## config.mk

```make
export PLATFORM = sky130hd
export DESIGN_NAME = stream_pool_unit
export DESIGN_NICKNAME = d
export VERILOG_FILES = /design/src/rtl/stream_pool_unit.sv
export SDC_FILE = /design/constraint.sdc
export NUM_CORES = 1
export LEC_CHECK = 0
export CAP_MARGIN = 20
export CORE_ASPECT_RATIO = 1.1
export CORE_UTILIZATION = 60
export DETAILED_ROUTE_END_ITERATION = 16
export HOLD_SLACK_MARGIN = 0.1
export PLACE_DENSITY = 0.81
export REMOVE_ABC_BUFFERS = 1
export SYNTH_ARGS = -nofsm -noshare
export SYNTH_HDL_FRONTEND = slang
export SYNTH_SLANG_ARGS = --single-unit
```

## constraint.sdc

```tcl
create_clock -name clk -period 6.3 [get_ports clk]
set_clock_uncertainty 0.05 [all_clocks]
set_input_delay 0.63 -clock clk [delete_from_list [all_inputs] [get_ports clk]]
set_output_delay 0.63 -clock clk [all_outputs]
set_load 0.1 [all_outputs]
```

## src/rtl/stream_pool_unit.sv

```systemverilog
// stream_pool_unit
// Streaming POOL x POOL pooling (max or average) over a raster-ordered
// feature map. Takes one pixel per beat (all channels in parallel) and keeps
// one partial result per window column in a row accumulator buffer. Each
// completed window produces one registered output word.
//
// Ports
//   clk, rst_n          rising-edge clock, async active-low reset
//   mode                0 = max, 1 = average (taken at pixel (0,0))
//   clear               synchronous frame abort
//   in_valid/in_ready   input handshake, in_data = one pixel, all channels
//   out_valid/out_ready output handshake, out_data = pooled word
//   out_last            marks the bottom-right window of the frame
//   frame_done          high in the cycle the out_last beat is accepted
module stream_pool_unit #(
  parameter int DATA_W   = 32,
  parameter int IMG_SIZE = 8,
  parameter int POOL     = 2,
  parameter int CHANNELS = 1
) (
  input  logic                         clk,
  input  logic                         rst_n,
  input  logic                         mode,
  input  logic                         clear,
  input  logic                         in_valid,
  output logic                         in_ready,
  input  logic [CHANNELS*DATA_W-1:0]   in_data,
  output logic                         out_valid,
  input  logic                         out_ready,
  output logic [CHANNELS*DATA_W-1:0]   out_data,
  output logic                         out_last,
  output logic                         frame_done
);

  localparam int LOG2P = $clog2(POOL);
  localparam int SHIFT = 2 * LOG2P;
  localparam int ACC_W = DATA_W + SHIFT;
  localparam int NWIN  = IMG_SIZE / POOL;
  localparam int P_ACT = NWIN * POOL;
  localparam int CNT_W = (IMG_SIZE > 1) ? $clog2(IMG_SIZE) : 1;
  localparam int WIN_W = (NWIN > 1) ? $clog2(NWIN) : 1;

  logic [CNT_W-1:0]          row_q, row_d, col_q, col_d;
  logic                      mode_q, mode_d;
  logic                      out_valid_q, out_valid_d;
  logic                      out_last_q, out_last_d;
  logic [CHANNELS*DATA_W-1:0] out_data_q, out_data_d;

  logic                      in_xfer, out_xfer, pix_take;
  logic                      frame_start, mode_eff;
  logic                      active, win_first, win_last, last_win, emit;
  logic [CNT_W-1:0]          row_sub, col_sub;
  logic [WIN_W-1:0]          win_idx;
  logic [CHANNELS*DATA_W-1:0] result;

  assign in_ready  = !out_valid_q || out_ready;
  assign in_xfer   = in_valid && in_ready;
  assign out_xfer  = out_valid_q && out_ready;
  // clear wins over a simultaneous input beat: the pixel is dropped
  assign pix_take  = in_xfer && !clear;

  // POOL is a power of two, so position within a window is a mask
  assign row_sub     = row_q & CNT_W'(POOL - 1);
  assign col_sub     = col_q & CNT_W'(POOL - 1);
  assign win_idx     = WIN_W'(col_q >> LOG2P);
  assign frame_start = (row_q == '0) && (col_q == '0);
  // the pixel at (0,0) already uses the mode it latches
  assign mode_eff    = frame_start ? mode : mode_q;

  // compare as int so P_ACT == IMG_SIZE does not wrap in CNT_W bits
  assign active    = (int'(row_q) < P_ACT) && (int'(col_q) < P_ACT);
  assign win_first = (row_sub == '0) && (col_sub == '0);
  assign win_last  = (row_sub == CNT_W'(POOL - 1)) && (col_sub == CNT_W'(POOL - 1));
  assign last_win  = (int'(row_q) == P_ACT - 1) && (int'(col_q) == P_ACT - 1);
  assign emit      = pix_take && active && win_last;

  for (genvar c = 0; c < CHANNELS; c++) begin : g_ch
    logic signed [ACC_W-1:0] acc_q [NWIN];
    logic signed [ACC_W-1:0] sample, entry, combined;

    assign sample   = {{SHIFT{in_data[c*DATA_W + DATA_W-1]}}, in_data[c*DATA_W +: DATA_W]};
    assign entry    = acc_q[win_idx];
    assign combined = mode_eff ? (entry + sample) : ((sample > entry) ? sample : entry);
    assign result[c*DATA_W +: DATA_W] = mode_eff ? DATA_W'(combined >>> SHIFT)
                                                 : combined[DATA_W-1:0];

    // partial results are don't-care after reset; the first pixel of
    // every window overwrites its entry
    always_ff @(posedge clk) begin
      if (pix_take && active) begin
        acc_q[win_idx] <= win_first ? sample : combined;
      end
    end
  end

  always_comb begin
    row_d  = row_q;
    col_d  = col_q;
    mode_d = mode_q;
    if (clear) begin
      row_d = '0;
      col_d = '0;
    end else if (in_xfer) begin
      if (frame_start) mode_d = mode;
      if (col_q == CNT_W'(IMG_SIZE - 1)) begin
        col_d = '0;
        row_d = (row_q == CNT_W'(IMG_SIZE - 1)) ? '0 : row_q + 1'b1;
      end else begin
        col_d = col_q + 1'b1;
      end
    end
  end

  always_comb begin
    out_valid_d = out_valid_q;
    out_last_d  = out_last_q;
    out_data_d  = out_data_q;
    if (clear) begin
      out_valid_d = 1'b0;
      out_last_d  = 1'b0;
    end else if (emit) begin
      // also covers a same-cycle output transfer: the new word replaces it
      out_valid_d = 1'b1;
      out_last_d  = last_win;
      out_data_d  = result;
    end else if (out_xfer) begin
      out_valid_d = 1'b0;
      out_last_d  = 1'b0;
    end
  end

  always_ff @(posedge clk or negedge rst_n) begin
    if (!rst_n) begin
      row_q       <= '0;
      col_q       <= '0;
      mode_q      <= 1'b0;
      out_valid_q <= 1'b0;
      out_last_q  <= 1'b0;
      out_data_q  <= '0;
    end else begin
      row_q       <= row_d;
      col_q       <= col_d;
      mode_q      <= mode_d;
      out_valid_q <= out_valid_d;
      out_last_q  <= out_last_d;
      out_data_q  <= out_data_d;
    end
  end

  assign out_valid  = out_valid_q;
  assign out_data   = out_data_q;
  assign out_last   = out_last_q;
  assign frame_done = out_xfer && out_last_q;

endmodule

```

# == After elaboration in Yosys (flattened, before gate mapping) ==
# Memories as Yosys holds them, arrays and structs flattened.
# Index checks and enable logic that the tools add are counted.
# totals
ff_bits,41
ramBits,136
inputBits,38
mem_count,1
# classes
n_addsub,3
order_cmp,1
eq_ne,4
mux,19
n_bitwise,1
n_reduce_logical,22
# mem_list
name,depth,width,rd,rd_clocked_by_memory_dff,wr,line_no,text
g_ch[0].acc_q,4,34,1,0,1,78,logic signed [ACC_W-1:0] acc_q [NWIN];
# op_table
cell,n
34-bit two-way mux,3
34-bit by 32-bit adder with 34-bit output,1
32-bit by 34-bit greater-than comparator with 1-bit output,1
32-bit two-way mux,1
3-bit two-way mux,7
3-bit zero test,4
1-bit logical AND,9
1-bit two-way mux,8
"3-bit by 1-bit adder with 3-bit output, second input constant",2
"3-bit by 1-bit == test with 1-bit output, second input constant",2
"3-bit == test, second input constant",2
2-bit AND reduction,3
2-bit nonzero test,2
3-bit nonzero test,1
1-bit zero test,2
1-bit logical OR,1
1-bit NOT,1

# == Longest topological paths before layout ==
# logic_depth
depth_word,7
mapped_depth,17

# == Worst setup path after synthesis ==
# No wires, ideal clock.
# synth_timing
kind,flip-flop to flip-flop
startpoint,reg out_valid_q (netlist: out_valid)
endpoint,mem g_ch[0].acc_q[0][0] (netlist bit) (enable)
setup_ns,0.512
arrival_time_ns,5.384
setup_slack_ns,0.354
stages_incl_launch_ff,4
path_cell_list,dfrtp_1 > nand2b_1 > nand2_1 > nor4_1
# synth_via
elab_chain_len,6
# synth_rtl
item,line_no,text
start: declaration,45,"logic out_valid_q, out_valid_d;"
start signal: assignment,144,out_valid_q <= out_valid_d;
1-bit zero test,56,assign in_ready = !out_valid_q || out_ready;
1-bit logical OR,56,
named net in_ready,26,"output logic in_ready,"
1-bit logical AND,57,assign in_xfer = in_valid && in_ready;
1-bit logical AND,60,assign pix_take = in_xfer && !clear;
1-bit two-way mux,90,if (pix_take && active) begin
1-bit two-way mux,91,acc_q[win_idx] <= win_first ? sample : combined;
end: declaration,78,
# The timed path passes the listed nets, and every way through them passes these cells.

# == Worst setup path after layout ==
# layout_timing
startpoint,reg col_q[1]
endpoint,mem g_ch[0].acc_q[0][24] (netlist bit) (data pin)
# layout_via
elab_chain_len,5
elab_cells_between_ends,9
classes_between,add/sub: 1; order compare: 1; mux: 4; reduce/logical: 2; memory: 1
# layout_rtl
item,line_no,text
start: declaration,43,"logic [CNT_W-1:0] row_q, row_d, col_q, col_d;"
start signal: assignment,142,col_q <= col_d;
memory read 4 x 34 bit or 3-bit zero test (tied branches),--,
32-bit by 34-bit greater-than comparator with 1-bit output or 1-bit logical AND (tied branches),"83, 66",
34-bit two-way mux or 1-bit two-way mux (tied branches),--,
34-bit two-way mux (*),83,assign combined = mode_eff ? (entry + sample) : ((sample > entry) ? sample : entry);
34-bit two-way mux (*),91,
# Every way passes the cells marked *; elsewhere a longest branch is shown, timed or not.

==> results.yml <==
outcome:
  outcome: "finished clean"
route:
  drcViolationCount: 0
  wl_um: 28000
  avgRoutedWirePerCell_um: 22.5
  drt-initial-drc-count: 845
  vias_per_cell: 6.56
  ant_nets: 0
  vias: 8177
  dr.pass1.iters: 9
floorplanning:
  std_cell_rows: 50
  start_util_pct: 61.7
  fp.dieH_um: 141
  dieArea_um2: 18200
  die_x_um: 129
  core_um2: 17100
  ios: 74
critical_path:
  cp_max_fo: 26
  start_kind: "register"
  crit_required_ps: 6440
  crit_type: "register to register"
  worstSetupEndpointType: "register"
  crit_arrival_ps: 5480
sta:
  hold_viol: 0
  worstMarginPinSlew_ps: 1170
  setup_slack_ps: 957
  rsz0062_at_grt: "false"
  max_freq_mhz: 187
  maxSlewViolCount: 0
  relSlewSlack_pct: 21.3
  tns_ps: 0
  timing.hold.ws_ps: 130
  layout_worst_path_cycle_share_pct: 84.8
  fin_crit_ps: 5340
  setup_violations: 0
min_path:
  hold_class: "input pin to asynchronous set/reset pin"
logic_synthesis:
  ys_seq_elements: 177
  synthCells: 941
  synth_edf_count: 136
  synth_area_um2: 10600
  synth_flop_cell: "edfxtp_1"
  synth-async-reset-ratio_pct: 23.2
  syn-mean-instance-area_um2: 11.2
  ys_seq_area_share_pct: 48.3
  synthDistinctLibCells: 73
  ys_warn_count: 0
layout:
  fin_util_pct: 70.8
  drive_gt1_share_pct: 11.6
  nets: 1111
  area_growth_pct: 14.7
  diodes: 0
clock_tree:
  cts_tree: "done"
  numCtsBuffers: 17
  cts_root_buf: "clkbuf_16"
  ctsHtreeMaxLevel: 4
  cts.clk_slew.worst_paths_ps: 70
  cts_setup_buffers: 0
  cts_hold_buf: 0
  clk_latency_ps: 440
  clockBufferDepth: 2
  cts_resized: 0
  clock-sinks: 177
power:
  power.density_nw_per_um2: 269
  irDropWorstVdd_v: 0.000191
  power_leakage_nw: 4.67
  power.total_mw: 3.26
global_routing:
  antenna_found_initial: 0
  grt_use_met1_pct: 44.2
  overflow: 0
  grt_pass1_wl_um: 44500
  grt_pass1_vias: 8227
  grt_util_met3_pct: 6.26
  gr-usage-all-layers_pct: 32.8
  use_met2_pct: 52.3
  busiest_layer: "met2"
  grt_max_degree: 42
job:
  max_cap_viol_count: 0
place:
  gp_congestion: 0.929
  place_ws_ps: 1040
  place.port_buffers: 73
  dp_hpwl_um: 18400
## worst max-delay path, stage by stage (launching register included)
cell and delay, ps:
dfrtp_2 1010, buf_4 340, mux4_2 550, inv_1 110
ha_1 260, nand4_2 190, nor4_4 400, nand3_1 120
o21ai_0 310, mux2i_2 140, buf_4 230, nor3_2 900
a22oi_1 200, o21ai_0 270
## layout by cell type (no fill, tap or decap), types with 7 or more instances in the layout
cell type,n
a221oi_1,7
clkbuf_16,17
nor2_1,74
dfrtp_1,39
clkdlybuf4s50_1,72
mux2i_1,8
o31ai_1,13
o21bai_1,10
a21oi_1,75
nor3_1,25
o21ai_0,39
o22ai_1,7
a41oi_1,7
and3_1,10
nand2_1,63
o21ai_1,11
buf_4,19
ha_1,73
xor2_1,7
a31oi_1,14
a21o_1,11
xnor2_1,20
nand4_1,8
inv_1,65
mux4_2,33
a22oi_1,7
nand3_1,20
edfxtp_1,136
nor4_1,8
## power by group
group | switching [mW] | internal (mW) | total (mW)
Clock | 0.450 | 0.622 | 1.07
Sequential | 0.0185 | 1.31 | 1.33
Combinational | 0.560 | 0.296 | 0.856
Total | 1.03 | 2.23 | 3.26
## layout make-up
type / instances / area [µm²]
flip-flops and latches: 177 / 5110
fillers: 1221 / 5010
multi-input cells: 643 / 4980
repair buffers: 94 / 903
clock buffers: 18 / 429
well taps: 234 / 293
inverters: 66 / 248
clock inverters: 14 / 163
## layer usage
metal | part of all wire [%] | routed length (µm)
met1 | 41 | 11500
met2 | 48 | 13300
met3 | 8.4 | 2340
met4 | 2.8 | 784
met5 | 0 | 0
## cells in the mapped netlist, types with 3 or more instances
| cell | n | area (µm²) |
|---|---|---|
| nand4_1 | 8 | 50.1 |
| a221oi_1 | 7 | 61.3 |
| o22a_1 | 3 | 26.3 |
| nand2b_1 | 4 | 25.0 |
| inv_1 | 65 | 244 |
| mux2i_1 | 9 | 90.1 |
| a22oi_1 | 7 | 52.6 |
| o22ai_1 | 7 | 43.8 |
| clkbuf_1 | 28 | 105 |
| nand3_1 | 21 | 105 |
| nand2_1 | 63 | 236 |
| o221ai_1 | 3 | 26.3 |
| o21ai_0 | 39 | 195 |
| a41oi_1 | 7 | 61.3 |
| o31ai_2 | 3 | 37.5 |
| a211oi_1 | 5 | 37.5 |
| and3_1 | 10 | 62.6 |
| buf_6 | 4 | 45.0 |
| dfrtp_1 | 41 | 1030 |
| a21o_1 | 11 | 82.6 |
| mux2_1 | 4 | 45.0 |
| nor2b_1 | 5 | 31.3 |
| edfxtp_1 | 136 | 4080 |
| a221o_1 | 4 | 40.0 |
| ha_1 | 73 | 913 |
| a221oi_2 | 3 | 45.0 |
| xnor2_1 | 20 | 175 |
| nor4_1 | 11 | 68.8 |
| a22o_1 | 3 | 26.3 |
| a21oi_1 | 75 | 375 |
| or3_1 | 6 | 37.5 |
| o21ai_1 | 11 | 55.1 |
| nor3_1 | 25 | 125 |
| a31oi_1 | 14 | 87.6 |
| a211o_1 | 3 | 26.3 |
| xor2_1 | 7 | 61.3 |
| o21bai_1 | 10 | 75.1 |
| mux4_2 | 33 | 743 |
| o41ai_2 | 4 | 65.1 |
| buf_2 | 22 | 110 |
| o211ai_1 | 3 | 22.5 |
| o31ai_1 | 13 | 97.6 |
| nor2_1 | 74 | 278 |
## state kept, by name, indices dropped and copies added (netlist names)
name	flops
out_data	32
mode_q	1
row_q	3
out_last	1
g_ch.acc_q	136
out_valid	1
col_q	3
## path summary, 6_finish.rpt
kind / to / depth (start not counted) / from / slack, ps
max: g_ch[0].acc_q[0][24]$_DFFE_PP_ / 13 / col_q[1]$_DFFE_PN0P_ / 960
min: out_data[29]$_DFFE_PN0P_ / 1 / rst_n / 130
max reg2reg: g_ch[0].acc_q[0][24]$_DFFE_PP_ / 13 / col_q[1]$_DFFE_PN0P_ / 960
min reg2reg: out_data[8]$_DFFE_PN0P_ / 1 / out_data[8]$_DFFE_PN0P_ / 430
max in group asynchronous: col_q[1]$_DFFE_PN0P_ / 2 / rst_n / 5490
min in group clk: out_data[8]$_DFFE_PN0P_ / 1 / out_data[8]$_DFFE_PN0P_ / 430
## cells by family (layout without fill, tap and decap cells)
logic type,Yosys count,after routing,synth area share [%]
xor gates and xnor gates,27,27,2.24
and+or+nand+nor,240,240,10.8
DFF,177,177,48.3
muxes,50,50,8.79
AOI/OAI and AO/OA,252,252,16.2
buffers and inverters,121,192,4.88
adders and majority gates,74,74,8.83
## per-stage QoR
stage	instance area, µm²	instances
after floorplan	10300	886
after global placement	11500	1212
after detailed placement	11500	1212
after CTS	12100	1244
after global routing	12100	1246
final	12100	1246
Note: power is estimated with default switching activity, not from simulation.
